## src/rtl/pipe_ctrl.sv

```systemverilog
// Pipeline controller: stall merge, multi-cycle EX sequencing,
// branch flush/redirect and debug halt/drain/resume.
module pipe_ctrl #(
    parameter int MC_W      = 6,
    parameter int DRAIN_CYC = 3,
    parameter int CNT_W     = 32
) (
    input  logic             clk,
    input  logic             rst_n,
    input  logic             stallreq_id_i,
    input  logic             mc_start_i,
    input  logic [MC_W-1:0]  mc_cycles_i,
    input  logic             branch_i,
    input  logic [31:0]      branch_target_i,
    input  logic             halt_req_i,
    input  logic             resume_i,
    output logic [4:0]       stall_o,
    output logic             flush_o,
    output logic [31:0]      new_pc_o,
    output logic             mc_done_o,
    output logic             halted_o,
    output logic [CNT_W-1:0] stall_cnt_o
);

    typedef enum logic [1:0] {
        RUN,
        MC_BUSY,
        HALT_DRAIN,
        HALTED
    } state_e;

    localparam logic [4:0] ST_ID   = 5'b00011;
    localparam logic [4:0] ST_EX   = 5'b00111;
    localparam logic [4:0] ST_DR   = 5'b00011;
    localparam logic [4:0] ST_HALT = 5'b11111;

    localparam logic [MC_W-1:0] DRAIN_N = MC_W'(DRAIN_CYC);
    localparam logic [MC_W-1:0] ONE     = MC_W'(1);

    state_e            state_q, state_d;
    logic [MC_W-1:0]   cnt_q, cnt_d;
    logic [CNT_W-1:0]  scnt_q, scnt_d;
    logic [MC_W-1:0]   n_eff;
    logic [4:0]        stall;
    logic              flush;
    logic              done;

    always_comb begin
        state_d = state_q;
        cnt_d   = cnt_q;
        stall   = '0;
        flush   = 1'b0;
        done    = 1'b0;
        n_eff   = (mc_cycles_i == '0) ? ONE : mc_cycles_i;
        unique case (state_q)
            RUN: begin
                if (mc_start_i) begin
                    stall = ST_EX;
                    if (n_eff == ONE) begin
                        done = 1'b1;
                    end else begin
                        state_d = MC_BUSY;
                        cnt_d   = n_eff - ONE;
                    end
                end else begin
                    if (stallreq_id_i) stall = ST_ID;
                    if (halt_req_i) begin
                        state_d = HALT_DRAIN;
                        cnt_d   = DRAIN_N;
                    end
                end
                // A stalled ID stage re-evaluates its branch next cycle
                flush = branch_i && (stall == '0);
            end
            MC_BUSY: begin
                stall = ST_EX;
                if (cnt_q <= ONE) begin
                    done    = 1'b1;
                    state_d = RUN;
                    cnt_d   = '0;
                end else begin
                    cnt_d = cnt_q - ONE;
                end
            end
            HALT_DRAIN: begin
                stall = ST_DR;
                if (cnt_q <= ONE) begin
                    state_d = HALTED;
                    cnt_d   = '0;
                end else begin
                    cnt_d = cnt_q - ONE;
                end
            end
            HALTED: begin
                stall = ST_HALT;
                if (resume_i) state_d = RUN;
            end
        endcase
        scnt_d = scnt_q;
        if (stall != '0 && scnt_q != '1) scnt_d = scnt_q + CNT_W'(1);
    end

    always_ff @(posedge clk or negedge rst_n) begin
        if (!rst_n) begin
            state_q <= RUN;
            cnt_q   <= '0;
            scnt_q  <= '0;
        end else begin
            state_q <= state_d;
            cnt_q   <= cnt_d;
            scnt_q  <= scnt_d;
        end
    end

    // Outputs forced low while reset is held, even with live inputs
    assign stall_o     = rst_n ? stall : 5'b0;
    assign flush_o     = rst_n && flush;
    assign new_pc_o    = (rst_n && flush) ? branch_target_i : 32'h0;
    assign mc_done_o   = rst_n && done;
    assign halted_o    = rst_n && (state_q == HALTED);
    assign stall_cnt_o = scnt_q;

endmodule

```

## config.mk

```make
export PLATFORM = sky130hd
export DESIGN_NAME = pipe_ctrl
export DESIGN_NICKNAME = d
export VERILOG_FILES = /design/src/rtl/pipe_ctrl.sv
export SDC_FILE = /design/constraint.sdc
export NUM_CORES = 1
export LEC_CHECK = 0
export BUFFER_PORTS_ARGS = -buffer_cell sky130_fd_sc_hd__buf_2
export CAP_MARGIN = 40
export CORE_UTILIZATION = 47
export CTS_BUF_LIST = sky130_fd_sc_hd__clkbuf_16
export CTS_CLUSTER_DIAMETER = 60
export DETAILED_ROUTE_END_ITERATION = 7
export PLACE_DENSITY_LB_ADDON = 0.15
export SETUP_SLACK_MARGIN = 0.1
export SYNTH_ARGS = -nofsm -noshare
export SYNTH_HDL_FRONTEND = slang
export SYNTH_SLANG_ARGS = --single-unit
```

## constraint.sdc

```tcl
create_clock -name clk -period 3.1 [get_ports clk]
set_input_delay 0.155 -clock clk [delete_from_list [all_inputs] [get_ports clk]]
set_output_delay 0.155 -clock clk [all_outputs]
set_load 0.05 [all_outputs]
```

======== After elaboration in Yosys (flattened, before gate mapping) ========
Cells that the tools add are included.
operators by class
  add/sub/neg operators ................... 3
  equality and inequality tests ........... 10
  reductions and logical operators ........ 13
  magnitude comparators ................... 1
  mux-type cells .......................... 24
operators with widths
  cell                   number
  $add 32x1->32 const B  1
  $mux 32                1
  $ne 32x32->1 const B   1
  $mux 6                 5
  $pmux 5 s4             1
  $mux 2                 7
  $pmux 6 s2             1
  $sub 6x1->6 const B    2
  $mux 5                 2
  $pmux 2 s4             1
  $eq 6x1->1 const B     1
  $le 6x1->1 const B     1
  $logic_not 6->1        1
  $ne 2x2->1 const B     3
  $ne 3x3->1 const B     2
  $logic_and 1x1->1      5
  $logic_not 5->1        1
  $reduce_and 5->1       1
  $reduce_bool 5->1      1
  $eq 2x2->1 const B     2
  $mux 1                 4
  $mux 3                 1
  $reduce_and 3->1       1
  $eq 2x1->1 const B     1
  other kinds (4)        4
word-level totals
  logic and storage cells ................. 54
  output and inout port bits .............. 72
  input port bits ......................... 45
  register bits after elaboration ......... 40

======== Logic depth before layout (Yosys ltp) ========
Gate-level depths: netlist of run 1.
  word-level depth ........................ 8
  mapped depth ............................ 9
  depth with buffers taken out ............ 8

======== Least setup slack after synthesis of run 1 ========
Ideal clock, no wire load.
  kind .................................... register to register
  start ................................... register scnt_q[19], in the netlist stall_cnt_o[19]
  end ..................................... register scnt_q[1], in the netlist stall_cnt_o[1]
  clock period less this slack ............ 2743 ps
  buffers on the path ..................... 2
  required time ........................... 2972 ps
  stages on the path, launching flop included .. 8
  setup time .............................. 128 ps
  arrival ................................. 2615 ps
  path slack .............................. 357 ps
  path through ............................ dfrtp_1 -> nand4_2 -> or4_1 -> buf_2 -> or4_4 -> buf_6 -> nand2_1 -> mux2_1
on the way
  word-level cells in the longest chain between the ends .. 2
ends and longest elaborated chain
  element                   line  text
  start: declaration        42    logic [CNT_W-1:0] scnt_q, scnt_d;
  start signal: assignment  111   scnt_q <= scnt_d;
  $ne 32x32->1              100   if (stall != '0 && scnt_q != '1) scnt_d = scnt_q + CNT_W'(1);
  $logic_and 1x1->1         100
Every way passes these cells.
A chain may end at the register's enable or synchronous reset.

======== Worst setup path after layout of run 1 ========
  start ................................... register state_q[1]
  end ..................................... output new_pc_o[19]
on the way
  word-level cells in the longest chain between the ends .. 4
ends and longest elaborated chain
  element                   line  text
  start: declaration        40    state_e state_q, state_d;
  start signal: assignment  109   state_q <= state_d;
  $logic_not 2->1           55    unique case (state_q)
  $mux 1                    55
  $logic_and 1x1->1         118   assign new_pc_o = (rst_n && flush) ? branch_target_i : 32'h0;
  $mux 32                   118
  end: declaration          19    output logic [31:0] new_pc_o,
Every way passes these cells.

==> results of run 1 <==
==> flip-flops by register name, summed over array words and instances, names as in the netlist <==
register     count
stall_cnt_o     32
state_q          2
cnt_q            6
==> through the flow <==
stage | util | total power [mW] | hold WS [ns] | worst slack, ns
after CTS | 0.648 | 2.39 | 0.0268 | 0.399
after global placement | 0.617 | 1.81 | 0.323 | 0.726
final | 0.648 | 2.38 | 0.00557 | 0.402
after global routing | 0.648 | 2.53 | 0.0502 | 0.179
after floorplan | - | 1.58 | -0.141 | 0.357
after detailed placement | 0.617 | 1.82 | 0.319 | 0.690
==> per-layer routing <==
| metal | part of all wire | up-vias | routed length (um) | track usage |
|---|---|---|---|---|
| li1 | - | 1214 | - | - |
| met1 | 0.45 | 1084 | 2650 | 0.269 |
| met2 | 0.49 | 86 | 2910 | 0.364 |
| met3 | 0.054 | 5 | 321 | 0.0357 |
| met4 | 0.0066 | 0 | 39 | 0.0494 |
| met5 | 0 | - | 0 | 0 |
==> critical path, delay by kind of cell, from the launching register on <==
family | cells | cell delay [ns]
and+or+nand+nor | 4 | 1.20
buffers and inverters | 2 | 0.37
adders and majority gates | 1 | 0.30
DFF | 1 | 0.40
==> cell type report <==
class | instances | area [um2] | area share
Clock inverter | 3 | 38.8 | 0.0116
Tap cell | 70 | 87.6 | 0.0261
Clock buffer | 5 | 125 | 0.0373
Inverter | 11 | 41.3 | 0.0123
Multi-Input combinational cell | 217 | 1460 | 0.434
Timing Repair Buffer | 119 | 603 | 0.180
Sequential cell | 40 | 1000 | 0.299
==> logic make-up after synthesis <==
logic type | share of synthesized area
and+or+nand+nor | 0.313
DFF | 0.392
AOI/OAI and AO/OA | 0.0848
xor gates and xnor gates | 0.0960
buffers and inverters | 0.0402
adders and majority gates | 0.0441
muxes | 0.0304
==> cells in the final DEF, fill, tap and decap left out, types with 2 or more instances in the layout <==
| cell | n |
|---|---|
| a21oi_1 | 3 |
| a22o_1 | 4 |
| and2_1 | 33 |
| and3_1 | 5 |
| buf_2 | 116 |
| buf_4 | 3 |
| clkbuf_16 | 5 |
| dfrtp_1 | 40 |
| ha_1 | 9 |
| inv_1 | 12 |
| mux2_2 | 5 |
| nand2_1 | 16 |
| nand2b_1 | 4 |
| nand3_1 | 11 |
| nand4_1 | 14 |
| nor2_1 | 23 |
| nor2b_1 | 3 |
| nor3_1 | 7 |
| nor4_1 | 8 |
| nor4b_1 | 3 |
| o211ai_1 | 2 |
| o21a_1 | 2 |
| o21ai_0 | 10 |
| o22ai_1 | 3 |
| o31ai_1 | 3 |
| o32ai_1 | 2 |
| or2_2 | 3 |
| or3_1 | 4 |
| xnor2_1 | 12 |
| xor2_1 | 16 |
==> path summary, 6_finish.rpt <==
path / start / endpoint / slack, ns
max: state_q[1] / new_pc_o[19] / 0.40
min: rst_n / stall_cnt_o[7] / 0.006
max reg2reg: stall_cnt_o[13] / stall_cnt_o[1] / 0.66
min reg2reg: stall_cnt_o[11] / stall_cnt_o[11] / 0.49
max in group asynchronous: rst_n / cnt_q[1] / 2.74
min in group clk: mc_cycles_i[5] / cnt_q[5] / 0.32
==> power breakdown <==
group | switching [mW] | total [mW] | internal, mW | leakage [nW]
sequential | 0.117 | 0.747 | 0.630 | 0.498
combinational | 0.710 | 1.07 | 0.362 | 1.13
clock | 0.190 | 0.565 | 0.375 | 0.0850
total | 1.02 | 2.38 | 1.37 | 1.71
==> out/qor.txt, run 1 <==
outcome -> completed
LEAKAGE -> 1.71 nW
Power Dens Cells -> 711 nW/um2
Worst-path clk slew -> 0.06 ns
final WL -> 5920 um
FMAX -> 371 MHz
Synth top area share -> 0.392
sequential share of the synthesized area -> 0.392
Mean Syn Cell Area -> 9.15 um2
router iterations before antenna repair -> 4
slew margin rel. -> 0.495
CTS tree -> done
top-count cell post-synth -> dfrtp_1
worst r2r path cells -> 5
Net count, final -> 448
global-route usage over all layers -> 0.208
Remaining DRCs -> 0
post_cts resized -> 0
width of the die -> 75.7 um
Final period util -> 0.870
ys flop type -> dfrtp_1
Post-synth top cells -> dfrtp_1, and2_1, nor2_1
Worst Setup Start Kind -> flop
clock root buffer -> clkbuf_16
placed insts -> 457
setup violators final -> 0
Via density -> 5.14
Non-Filler Instances -> 465
Die H -> 75.7 um
Post-Syn Area -> 2550 um2
Setup TNS -> 0 ns
CP max stage delay -> 0.67 ns
required time of the worst setup path -> 2.94 ns
layout cells sized above 1 -> 0.352
first-pass GRT wire length -> 9180 um
core area -> 5170 um2
fillers -> 467
Final Hold Viols -> 0
DP HPWL -> 4660 um
Mapped Nets -> 333
CP endpoint kind -> output pin
initial antenna violation count -> 0
routability-driven placement congestion ratio -> 0.828
clock sinks -> 40
CP cell instances -> inv_1, ha_1, nand2b_1, nor2_1, and3_1, and2_1, buf_2
vias in the first global route -> 2096
Post-CTS Setup Inserts -> 0
# diodes -> 0
starting DRC count in detailed routing -> 94
peak supply drop -> 0.425 mV
Max-Cap Viols -> 0
Critical Path AT -> 2.54 ns
Final ANT Viol Nets -> 0
Setup Skew -> 0.00769 ns
Slew @ Worst Pin -> 0.758 ns
hold_buf cts -> 0
Hold Path Class -> in -> async
worst-skew pair later-pin latency -> 0.28 ns
drt wl/cell -> 12.7 um
Critical Path Fanout Max -> 33
critical setup path kind -> reg -> out
Final Slew Violations -> 0
Initial Util -> 0.494
remaining global-route overflow -> 0
CTS H-tree lvls -> 2
Rows -> 26
RSZ-0062 raised after global routing -> false
io pins -> 117
top cells by area, synth -> dfrtp_1, and2_1, xor2_1
Slowest cell on crit path -> and3_1
Finished Cell Area -> 3350 um2
Syn-to-layout area delta -> 31.3%
ys async rst share -> 1.00
Netlist cell types -> 42
largest net degree at the start of global routing -> 45
Synth area leader -> dfrtp_1
Total Die Area -> 5730 um2
total number of vias -> 2389
Cell Area, Placed -> 3190 um2
Port Buffers -> 116
Yosys reg bits -> 40
fin crit period -> 2.70 ns
CTS Buf Count -> 5
Post-synth EDFFs -> 0
yosys warns -> 0
clk buf depth -> 2
Mapped Cells -> 279
Note: power is estimated with default switching activity, not from simulation.
==> inputs of run 2 (changes only) <==
Settings changed: CELL_PAD_IN_SITES_DETAIL_PLACEMENT set to 1, CELL_PAD_IN_SITES_GLOBAL_PLACEMENT set to 2, CORE_UTILIZATION 47 to 26.
==> out/qor.txt, run 2 (synthesized netlist as in run 1, its figures left out) <==
outcome -> completed (unchanged)
peak supply drop -> 0.241 mV (was 0.425 mV)
global-route usage over all layers -> 0.153 (was 0.208)
Slowest cell on crit path -> or4_1 (was and3_1)
fin crit period -> 2.49 ns (was 2.70 ns)
hold_ws -> 0.251 ns (was 0.00557 ns)
routability-driven placement congestion ratio -> 0.741 (was 0.828)
Via density -> 4.60 (was 5.14)
remaining global-route overflow -> 0 (unchanged)
Setup Skew -> 0.00554 ns (was 0.00769 ns)
Post-CTS Setup Inserts -> 0 (unchanged)
Final ANT Viol Nets -> 0 (unchanged)
CTS H-tree lvls -> 2 (unchanged)
max reg flops -> 32 (unchanged)
clock root buffer -> clkbuf_16 (unchanged)
Remaining DRCs -> 0 (unchanged)
Slew @ Worst Pin -> 0.543 ns (was 0.758 ns)
FMAX -> 402 MHz (was 371 MHz)
clock sinks -> 40 (unchanged)
fillers -> 1158 (was 467)
Setup TNS -> 0 ns (unchanged)
worst-skew pair later-pin latency -> 0.28 ns (about the same)
Final Hold Viols -> 0 (unchanged)
setup violators final -> 0 (unchanged)
Worst path top cell family by delay -> simple AND/OR/NAND/NOR gates (unchanged)
Power Dens Cells -> 686 nW/um2 (was 711 nW/um2)
core area -> 9370 um2 (was 5170 um2)
Worst Setup Start Kind -> flop (unchanged)
reg2reg start -> stall_cnt_o[19] (was stall_cnt_o[13])
Rows -> 35 (was 26)
Hold Path Class -> in -> async (unchanged)
starting DRC count in detailed routing -> 70 (was 94)
CP endpoint kind -> flop (was output pin)
total number of vias -> 2422 (was 2389)
layout cells sized above 1 -> 0.353 (was 0.352)
most frequent cells in the layout -> buf_2, dfrtp_1, and2_1 (unchanged)
Worst-path clk slew -> 0.06 ns (about the same)
drt wl/cell -> 14.5 um (was 12.7 um)
CTS Buf Count -> 5 (unchanged)
register-to-register setup slack -> 0.61 ns (was 0.66 ns)
initial antenna violation count -> 0 (unchanged)
Die H -> 101 um (was 75.7 um)
CP cell instances -> nand4_2, or4_1, or4_4, nand2_1, mux2_1 (was inv_1, ha_1, nand2b_1, nor2_1, and3_1, and2_1, buf_2)
Critical Path Fanout Max -> 7 (was 33)
io pins -> 117 (unchanged)
Critical path buffers and inverters -> 0 (was 2)
final WL -> 7600 um (was 5920 um)
CTS tree -> done (unchanged)
RSZ-0062 raised after global routing -> false (unchanged)
slew margin rel. -> 0.635 (was 0.495)
clk buf depth -> 2 (unchanged)
R2R Path End -> stall_cnt_o[1] (unchanged)
Syn-to-layout area delta -> 34.0% (was 31.3%)
router iterations before antenna repair -> 4 (unchanged)
first-pass GRT wire length -> 12200 um (was 9180 um)
most common cell after layout, fill and taps aside -> buf_2 (unchanged)
Critical Path AT -> 2.65 ns (was 2.54 ns)
LEAKAGE -> 1.71 nW (about the same)
width of the die -> 101 um (was 75.7 um)
Max-Cap Viols -> 0 (unchanged)
Final Slew Violations -> 0 (unchanged)
Port Buffers -> 116 (unchanged)
Initial Util -> 0.272 (was 0.494)
Final period util -> 0.802 (was 0.870)
worst r2r path cells -> 5 (unchanged)
# diodes -> 0 (unchanged)
required time of the worst setup path -> 3.26 ns (was 2.94 ns)
critical setup path kind -> reg -> reg (was reg -> out)
vias in the first global route -> 2403 (was 2096)
Total Die Area -> 10200 um2 (was 5730 um2)
largest net degree at the start of global routing -> 40 (was 45)
CP max stage delay -> 0.65 ns (was 0.67 ns)
Net count, final -> 451 (was 448)
DP HPWL -> 6050 um (was 4660 um)
-- run 2: cell count changes in the layout (fill, tap and decap cells not counted), sizes merged --
cell / change
dlygate4sd3: +1
buf: +2
bufinv: -1
-- run 2: repair_timing --
| item | 4_1_cts | 5_1_grt |
|---|---|---|
| hold buffers | 1 | 0 |
| endpoints found under the hold margin | 1 | 0 |
| resized for setup | 0 | 0 |
-- run 2: area by class of cell --
class / instances / area (um2) / area share
Timing Repair Buffer: 122 / 628 / 0.184
Tap cell: 129 / 161 / 0.0472
Multi-Input combinational cell: 217 / 1460 / 0.426
Clock inverter: 2 / 8.76 / 0.00256
Sequential cell: 40 / 1000 / 0.293
Inverter: 11 / 41.3 / 0.0121
Clock buffer: 5 / 125 / 0.0366
-- run 2: worst max-delay path by stage --
stage | from | to | slack (ns) | cells after the start
after floorplan | stall_cnt_o[19] | stall_cnt_o[1] | 0.36 | 7
after global placement | stall_cnt_o[19] | stall_cnt_o[1] | 0.66 | 5
after detailed placement | stall_cnt_o[19] | stall_cnt_o[1] | 0.62 | 5
after CTS | stall_cnt_o[19] | stall_cnt_o[1] | 0.60 | 5
after global routing | state_q[0] | new_pc_o[3] | 0.45 | 8
final | stall_cnt_o[19] | stall_cnt_o[1] | 0.61 | 5
-- run 2: per-layer routing --
layer / share of wire / GRT usage / routed length (um)
met2: 0.48 / 0.257 / 3640
met4: 0.0091 / 0.0435 / 69
met1: 0.47 / 0.202 / 3610
met3: 0.038 / 0.0264 / 289
met5: 0 / 0 / 0
-- run 2: worst register-to-register path, cell delays in order (launching register included) --
cell,delay [ns]
dfrtp_1,0.44
nand4_2,0.20
or4_1,0.65
or4_4,0.61
nand2_1,0.14
mux2_1,0.32
-- run 2: report_power, final --
| group | switching, mW | internal (mW) | total [mW] |
|---|---|---|---|
| registers | 0.122 | 0.630 | 0.752 |
| clock network | 0.197 | 0.289 | 0.486 |
| logic | 0.728 | 0.381 | 1.11 |
| total | 1.05 | 1.30 | 2.35 |
-- run 2: per-stage QoR --
step	instances	setup slack, ns	power, mW	utilization	instance area [um2]
after CTS	526	0.600	2.39	0.365	3420
final	526	0.613	2.35	0.365	3420
after global routing	526	0.454	2.52	0.365	3420
after global placement	518	0.661	1.87	0.350	3280
after detailed placement	518	0.617	1.89	0.350	3280
after floorplan	279	0.357	1.58	-	2550
